--- src/rtl/lift_req_queue.sv ---
// Hall-call request queue feeding the lift controller: press detection, dedup, FIFO of call codes.
// Optional macro LIFTQ_SERVED_CNT_EN adds a 16-bit served-request counter output.
module lift_req_queue #(
  parameter int DEPTH = 8,
  parameter int CNT_W = 4
) (
  input  logic             clk,
  input  logic             rst_n,
  input  logic [5:0]       btn,
  input  logic             done,
  output logic [2:0]       req,
  output logic             qEmpty,
  output logic [5:0]       pending,
`ifdef LIFTQ_SERVED_CNT_EN
  output logic [15:0]      served_cnt,
`endif
  output logic [CNT_W-1:0] count
);

  localparam int PTR_W = $clog2(DEPTH);

  // Handshake: req is valid whenever qEmpty=0; a rising edge of done while
  // non-empty pops the head; done edges while empty are dropped.

  function automatic logic [2:0] bit_to_code(input logic [5:0] oh);
    logic [2:0] code;
    code = 3'b000;
    case (oh)
      6'b000001: code = 3'b001;
      6'b000010: code = 3'b010;
      6'b000100: code = 3'b011;
      6'b001000: code = 3'b110;
      6'b010000: code = 3'b111;
      6'b100000: code = 3'b100;
      default:   code = 3'b000;
    endcase
    return code;
  endfunction

  function automatic logic [5:0] code_to_bit(input logic [2:0] code);
    logic [5:0] oh;
    oh = 6'b000000;
    case (code)
      3'b001:  oh = 6'b000001;
      3'b010:  oh = 6'b000010;
      3'b011:  oh = 6'b000100;
      3'b110:  oh = 6'b001000;
      3'b111:  oh = 6'b010000;
      3'b100:  oh = 6'b100000;
      default: oh = 6'b000000;
    endcase
    return oh;
  endfunction

  logic [5:0]       btn_q;
  logic             done_q;
  logic [5:0]       arm_q, arm_d;
  logic [2:0]       mem_q [DEPTH];
  logic [PTR_W-1:0] wr_ptr_q, rd_ptr_q;
  logic [CNT_W-1:0] count_q, count_d;
  logic [5:0]       fifo_bits;
  logic [5:0]       new_press;
  logic [5:0]       push_oh;
  logic             empty, push, pop;

  always_comb begin
    fifo_bits = 6'b000000;
    for (int i = 0; i < DEPTH; i++) begin
      if (CNT_W'(i) < count_q) begin
        fifo_bits = fifo_bits | code_to_bit(mem_q[rd_ptr_q + PTR_W'(i)]);
      end
    end
  end

  always_comb begin
    empty     = (count_q == '0);
    pending   = arm_q | fifo_bits;
    new_press = btn & ~btn_q & ~pending;
    pop       = done & ~done_q & ~empty;
    // Lowest-index armed call wins the single push slot this cycle.
    push_oh   = arm_q & (~arm_q + 6'd1);
    push      = (arm_q != 6'b000000) && (count_q != CNT_W'(DEPTH));
    arm_d     = (push ? (arm_q & ~push_oh) : arm_q) | new_press;
    count_d   = count_q;
    case ({push, pop})
      2'b10:   count_d = count_q + CNT_W'(1);
      2'b01:   count_d = count_q - CNT_W'(1);
      default: count_d = count_q;
    endcase
  end

  // done_q resets high so a done already asserted at release is not an edge.
  always_ff @(posedge clk or negedge rst_n) begin
    if (!rst_n) begin
      btn_q    <= 6'b000000;
      done_q   <= 1'b1;
      arm_q    <= 6'b000000;
      wr_ptr_q <= '0;
      rd_ptr_q <= '0;
      count_q  <= '0;
      for (int i = 0; i < DEPTH; i++) mem_q[i] <= 3'b000;
    end else begin
      btn_q   <= btn;
      done_q  <= done;
      arm_q   <= arm_d;
      count_q <= count_d;
      if (push) begin
        mem_q[wr_ptr_q] <= bit_to_code(push_oh);
        wr_ptr_q        <= wr_ptr_q + PTR_W'(1);
      end
      if (pop) rd_ptr_q <= rd_ptr_q + PTR_W'(1);
    end
  end

`ifdef LIFTQ_SERVED_CNT_EN
  logic [15:0] served_q;
  always_ff @(posedge clk or negedge rst_n) begin
    if (!rst_n)   served_q <= 16'h0000;
    else if (pop) served_q <= served_q + 16'h0001;
  end
  assign served_cnt = served_q;
`endif

  assign qEmpty = empty;
  assign req    = empty ? 3'b000 : mem_q[rd_ptr_q];
  assign count  = count_q;

endmodule

--- config.mk ---
export PLATFORM = sky130hd
export DESIGN_NAME = lift_req_queue
export DESIGN_NICKNAME = d
export VERILOG_FILES = /design/src/rtl/lift_req_queue.sv
export SDC_FILE = /design/constraint.sdc
export NUM_CORES = 1
export LEC_CHECK = 0
export BUFFER_PORTS_ARGS = -buffer_cell sky130_fd_sc_hd__buf_2
export CAP_MARGIN = 20
export CORE_MARGIN = 2
export CORE_UTILIZATION = 56
export CTS_CLUSTER_SIZE = 16
export DETAILED_ROUTE_END_ITERATION = 16
export PLACE_DENSITY = 0.74
export SETUP_SLACK_MARGIN = 0.4
export SLEW_MARGIN = 15
export SYNTH_ARGS = -nofsm -noshare
export SYNTH_HDL_FRONTEND = slang
export SYNTH_SLANG_ARGS = --single-unit
--- constraint.sdc ---
create_clock -name clk -period 4.5 [get_ports clk]
set_input_delay 0.225 -clock clk [delete_from_list [all_inputs] [get_ports clk]]
set_output_delay 0.225 -clock clk [all_outputs]
set_load 0.03 [all_outputs]
Yosys cells after proc, flatten, opt, wreduce, memory -nomap -nowiden. Index checks and enable logic that the tools add are counted. Widths: inputs -> output; s select.

Bits in registers: 47. Input bits: 9. Output and inout bits: 14. Logic and storage cells: 190.

Add/subtract/negate cells: 11. Order comparisons: 18. Equality and inequality tests: 57. Mux-type cells: 55. Bitwise gates (word level): 30. Reductions and logical operators: 5.

Operators with widths (count): $pmux 6 s6 (8); $mux 6 (16); $bmux 3 s3 (8); $eq 3x3->1 const B (24); $mux 3 (19); $or 6x6->6 (9); $eq 3x2->1 const B (16); $ge 4x4->1 const B (9); $not 3->4 (9); $and 6x6->6 (4); $bwmux 24 (1); $eq 3x1->1 const B (8); $not 6->6 (4); $pmux 3 s6 (1); $lt 3x4->1 const A (4); $add 3x3->3 const B (4); $demux 3 s3 (1); $lt 1x4->1 const A (2); $lt 2x4->1 const A (2); $pmux 4 s2 (1); $add 3x1->3 const B (2); $add 3x2->3 const B (2); $add 6x1->6 const B (1); $eq 6x1->1 const B (1); 17 further kinds (20).

Logic depth before layout (Yosys ltp).
Depth in word-level cells: 26. Depth in mapped cells: 13. Depth with buffers taken out: 10.

Least setup slack after synthesis. No wires, ideal clock.

Path kind: register to output. Start point: reg rd_ptr_q[1]. End point: out pending[0]. Arrival: 3.210 ns. Data required time: 4.275 ns. Setup slack: 1.065 ns. Cell stages (with the launch flop): 14. Buffers on the path: 5. Path through: dfrtp_1 -> buf_2 -> buf_2 -> inv_1 -> ha_1 -> buf_2 -> buf_2 -> buf_6 -> mux2i_1 -> nand2_1 -> o221ai_1 -> nor4_1 -> a2111oi_4 -> or4b_1.

Word-level cells in the longest chain between the ends: 23. Elaborated cells between the ends (all ways): 118. Those cells by class: add/sub (7); eq/ne (48); mux (47); bitwise (16).

Ends and longest elaborated chain: start: declaration (line 59) `logic [PTR_W-1:0] wr_ptr_q, rd_ptr_q;`; start signal: assignment (line 111) `if (pop) rd_ptr_q <= rd_ptr_q + PTR_W'(1);`; $add 3x1->3 (line 70) `fifo_bits = fifo_bits | code_to_bit(mem_q[rd_ptr_q + PTR_W'(i)]);`; $not 3->4 (implied by the code) (line 70); $bmux 3 s3 (line 70); $mux 3 (implied by the code) (2 in a row) (line 70); $eq 3x3->1 (tied with other cells) (line 43) `case (code)`; $pmux 6 s6 (line 43); $mux 6 (line 69) `if (CNT_W'(i) < count_q) begin`; $or 6x6->6 (line 70); [6 not listed]; $mux 6 (line 69); $or 6x6->6 (line 70); $mux 6 (line 69); $or 6x6->6 (line 70); $mux 6 (line 69); $or 6x6->6 (line 70); $mux 6 * (line 69); $or 6x6->6 * (line 77) `pending = arm_q | fifo_bits;`; end: declaration (line 13) `output logic [5:0] pending,`.

Mark *: on every way between the ends. The rest lies on a longest branch, timed or not. The select of a mux whose other input is x is not followed.

Worst setup path in the final report.
Start point: reg rd_ptr_q[0]. End point: out pending[0].

The elaborated chain is that of the path after synthesis.

==> impl_metrics.ini <==
[sta]
fin_hold_ws_ns = 0.005187
finalSetupTns_ns = 0
fin_crit_ns = 3.821
worstMarginPinSlew_ns = 0.9231
finClkSkew_ns = 0.005717
max_freq_ghz = 0.2617
rsz0062_at_grt = false
slew-limit-headroom = 0.3846
hold_violations = 0
finalSetupViolCount = 0
fin_crit_sh = 0.8491
finalMaxSlewViolations = 0

[layout]
final_area_um2 = 4352
nFillCells = 614
antenna_cells = 0
drive_above_1_share = 0.2718
final_nets = 427
area_growth_pct = 6.654
post-route-util = 0.6097

[min_path]
hold-path-endpoint = done_q
whs_path_depth = 1
min_from = done
hold_class = input port to register

[floorplan]
die_area_um2 = 7985
initial_core_util = 0.5717
die_h_um = 89.36
num_rows = 31
core-area_um2 = 7137
io_pins = 23
die-width_um = 89.36

[grt]
grt_util_all_layers = 0.2833
antenna_found_initial = 0
overflow = 0
grt_pass1_wl_um = 16970
grt_max_degree = 59
grt_pass1_vias = 3139

[placed_design]
portBuffers = 22
hpwl_um = 8118
gp_congestion = 0.9748
placed_cell_area_um2 = 4227

[synth]
synth_top_area_share = 0.2821
yosys-top-cells-count = dfrtp_1 (46), mux2_2 (38), mux2i_1 (38)
synth_ff_type = dfrtp_1
synth-edff-count = 0
synth_fp_nets = 411
synth_area_um2 = 4080
synth_async_sr_flop_share = 1.000
yosysSeqAreaShare = 0.2886
yosysMostFrequentCell = dfrtp_1
syn_inst = 395
post-synth-top-area-cell = dfrtp_1
ys_warn_count = 0
avgSynthCellArea_um2 = 10.33
synthTopCellsByArea = dfrtp_1 (28%), mux2_2 (10%), mux2i_1 (9.3%)
ys_seq_elements = 47
ys_types = 71

[routing]
route.detailed.drc = 0
routedWlPerCell_um = 21.57
routed_via_density = 6.748
drt_iter0_markers = 525
drt_wl_total_um = 11020
ant_nets = 0
vias = 3448
first_pass_iters = 5

[setup_path]
ff2ff_path_depth = 9
critPathKind = register to primary output
arrival_ns = 3.60
rrSetupSlack_ns = 1.38
critPathTopFamily = simple AND/OR/NAND/NOR gates
crit_required_ns = 4.28
cpPeakStageDelay_ns = 0.47
cp_slowest_cell = or4b_1
crit_fanout = 58
critPathLaunchType = register
critical_path.startpoint = rd_ptr_q[0]
cp.depth = 10
path_cells = buf_6 -> ha_1 -> xnor2_2 -> buf_4 -> mux2_4 -> nor4_4 -> nor4_2 -> a2111oi_4 -> or4b_1 -> buf_2
path_buf_inv = 3
worstSetupEndpointType = primary output
r2r_start = rd_ptr_q[0]
r2r_end = arm_q[4]

[clocking]
numCtsBuffers = 5
cts-root-buf = clkbuf_8
cts.sinks = 47
clk_latency_ns = 0.32
cts_tree = done
cts_htree_levels = 2
cts.clk_slew.worst_paths_ns = 0.10
post_cts_buffers = 0
cts_buffer_depth = 2

[status]
outcome = completed

[flow_run]
max-cap-violations = 0
state kept, by name, indices dropped and copies added, names as in the netlist:
signal    cells
wr_ptr_q      3
rd_ptr_q      3
mem_q        24
arm_q         6
done_q        1
btn_q         6
count         4
cells by family (layout without fill, tap and decap cells):
| logic type | count (synthesis) | after routing | synth area share |
|---|---|---|---|
| adders and majority gates | 7 | 7 | 0.02146 |
| xor gates and xnor gates | 11 | 11 | 0.02913 |
| DFF | 47 | 47 | 0.2886 |
| buffers and inverters | 32 | 49 | 0.04201 |
| and+or+nand+nor | 135 | 135 | 0.2030 |
| muxes | 92 | 92 | 0.2818 |
| AOI/OAI and AO/OA | 71 | 71 | 0.1340 |
area by class of cell:
type	count	area (um^2)	area share
multi-input cells	316	2731	0.6277
clock buffers	5	68.82	0.01581
well taps	99	123.9	0.02846
flip-flops and latches	47	1179	0.2708
clock inverters	3	25.02	0.005750
repair buffers	29	178.9	0.04112
inverters	12	45.04	0.01035
stage by stage:
step	std cells	setup WS (ns)
6_report	511	0.6790
2_1_floorplan	395	1.065
3_5_place_dp	501	0.8970
3_3_place_gp	501	0.9367
5_1_grt	511	0.4726
4_1_cts	509	0.5246
placed cells by master (no fill, tap or decap), drive strengths merged, types with 9 or more instances in the layout:
cell type,count
dfrtp,46
a21oi,14
nand2,20
inv,14
nor4b,9
nand3,10
nor3,10
mux4,14
mux2,40
nor2,21
buf,28
mux2i,38
how the worst max path moves through the flow:
stage | to | slack, ns
floorplan | pending[0] | 1.07
global placement | pending[4] | 0.94
detailed placement | pending[4] | 0.90
CTS | pending[4] | 0.52
global route | pending[0] | 0.47
finish | pending[0] | 0.68
layer usage:
| metal | wire, um | vias up | part of all wire | global-route usage |
|---|---|---|---|---|
| met5 | 0 | - | 0 | 0 |
| met3 | 999 | 27 | 0.091 | 0.04063 |
| met2 | 4918 | 204 | 0.45 | 0.4209 |
| li1 | - | 1568 | - | - |
| met1 | 4820 | 1649 | 0.44 | 0.4244 |
| met4 | 285 | 0 | 0.026 | 0.09227 |
repair_timing:
item                                    4_1_cts  5_1_grt
endpoints found under the setup margin        0        1
hold buffers                                  0        1
gates resized for setup                       0        1
endpoints found under the hold margin         0       46
Power is not shown: default switching activity piles up to over one toggle a cycle in this logic, so the estimate is an artifact.
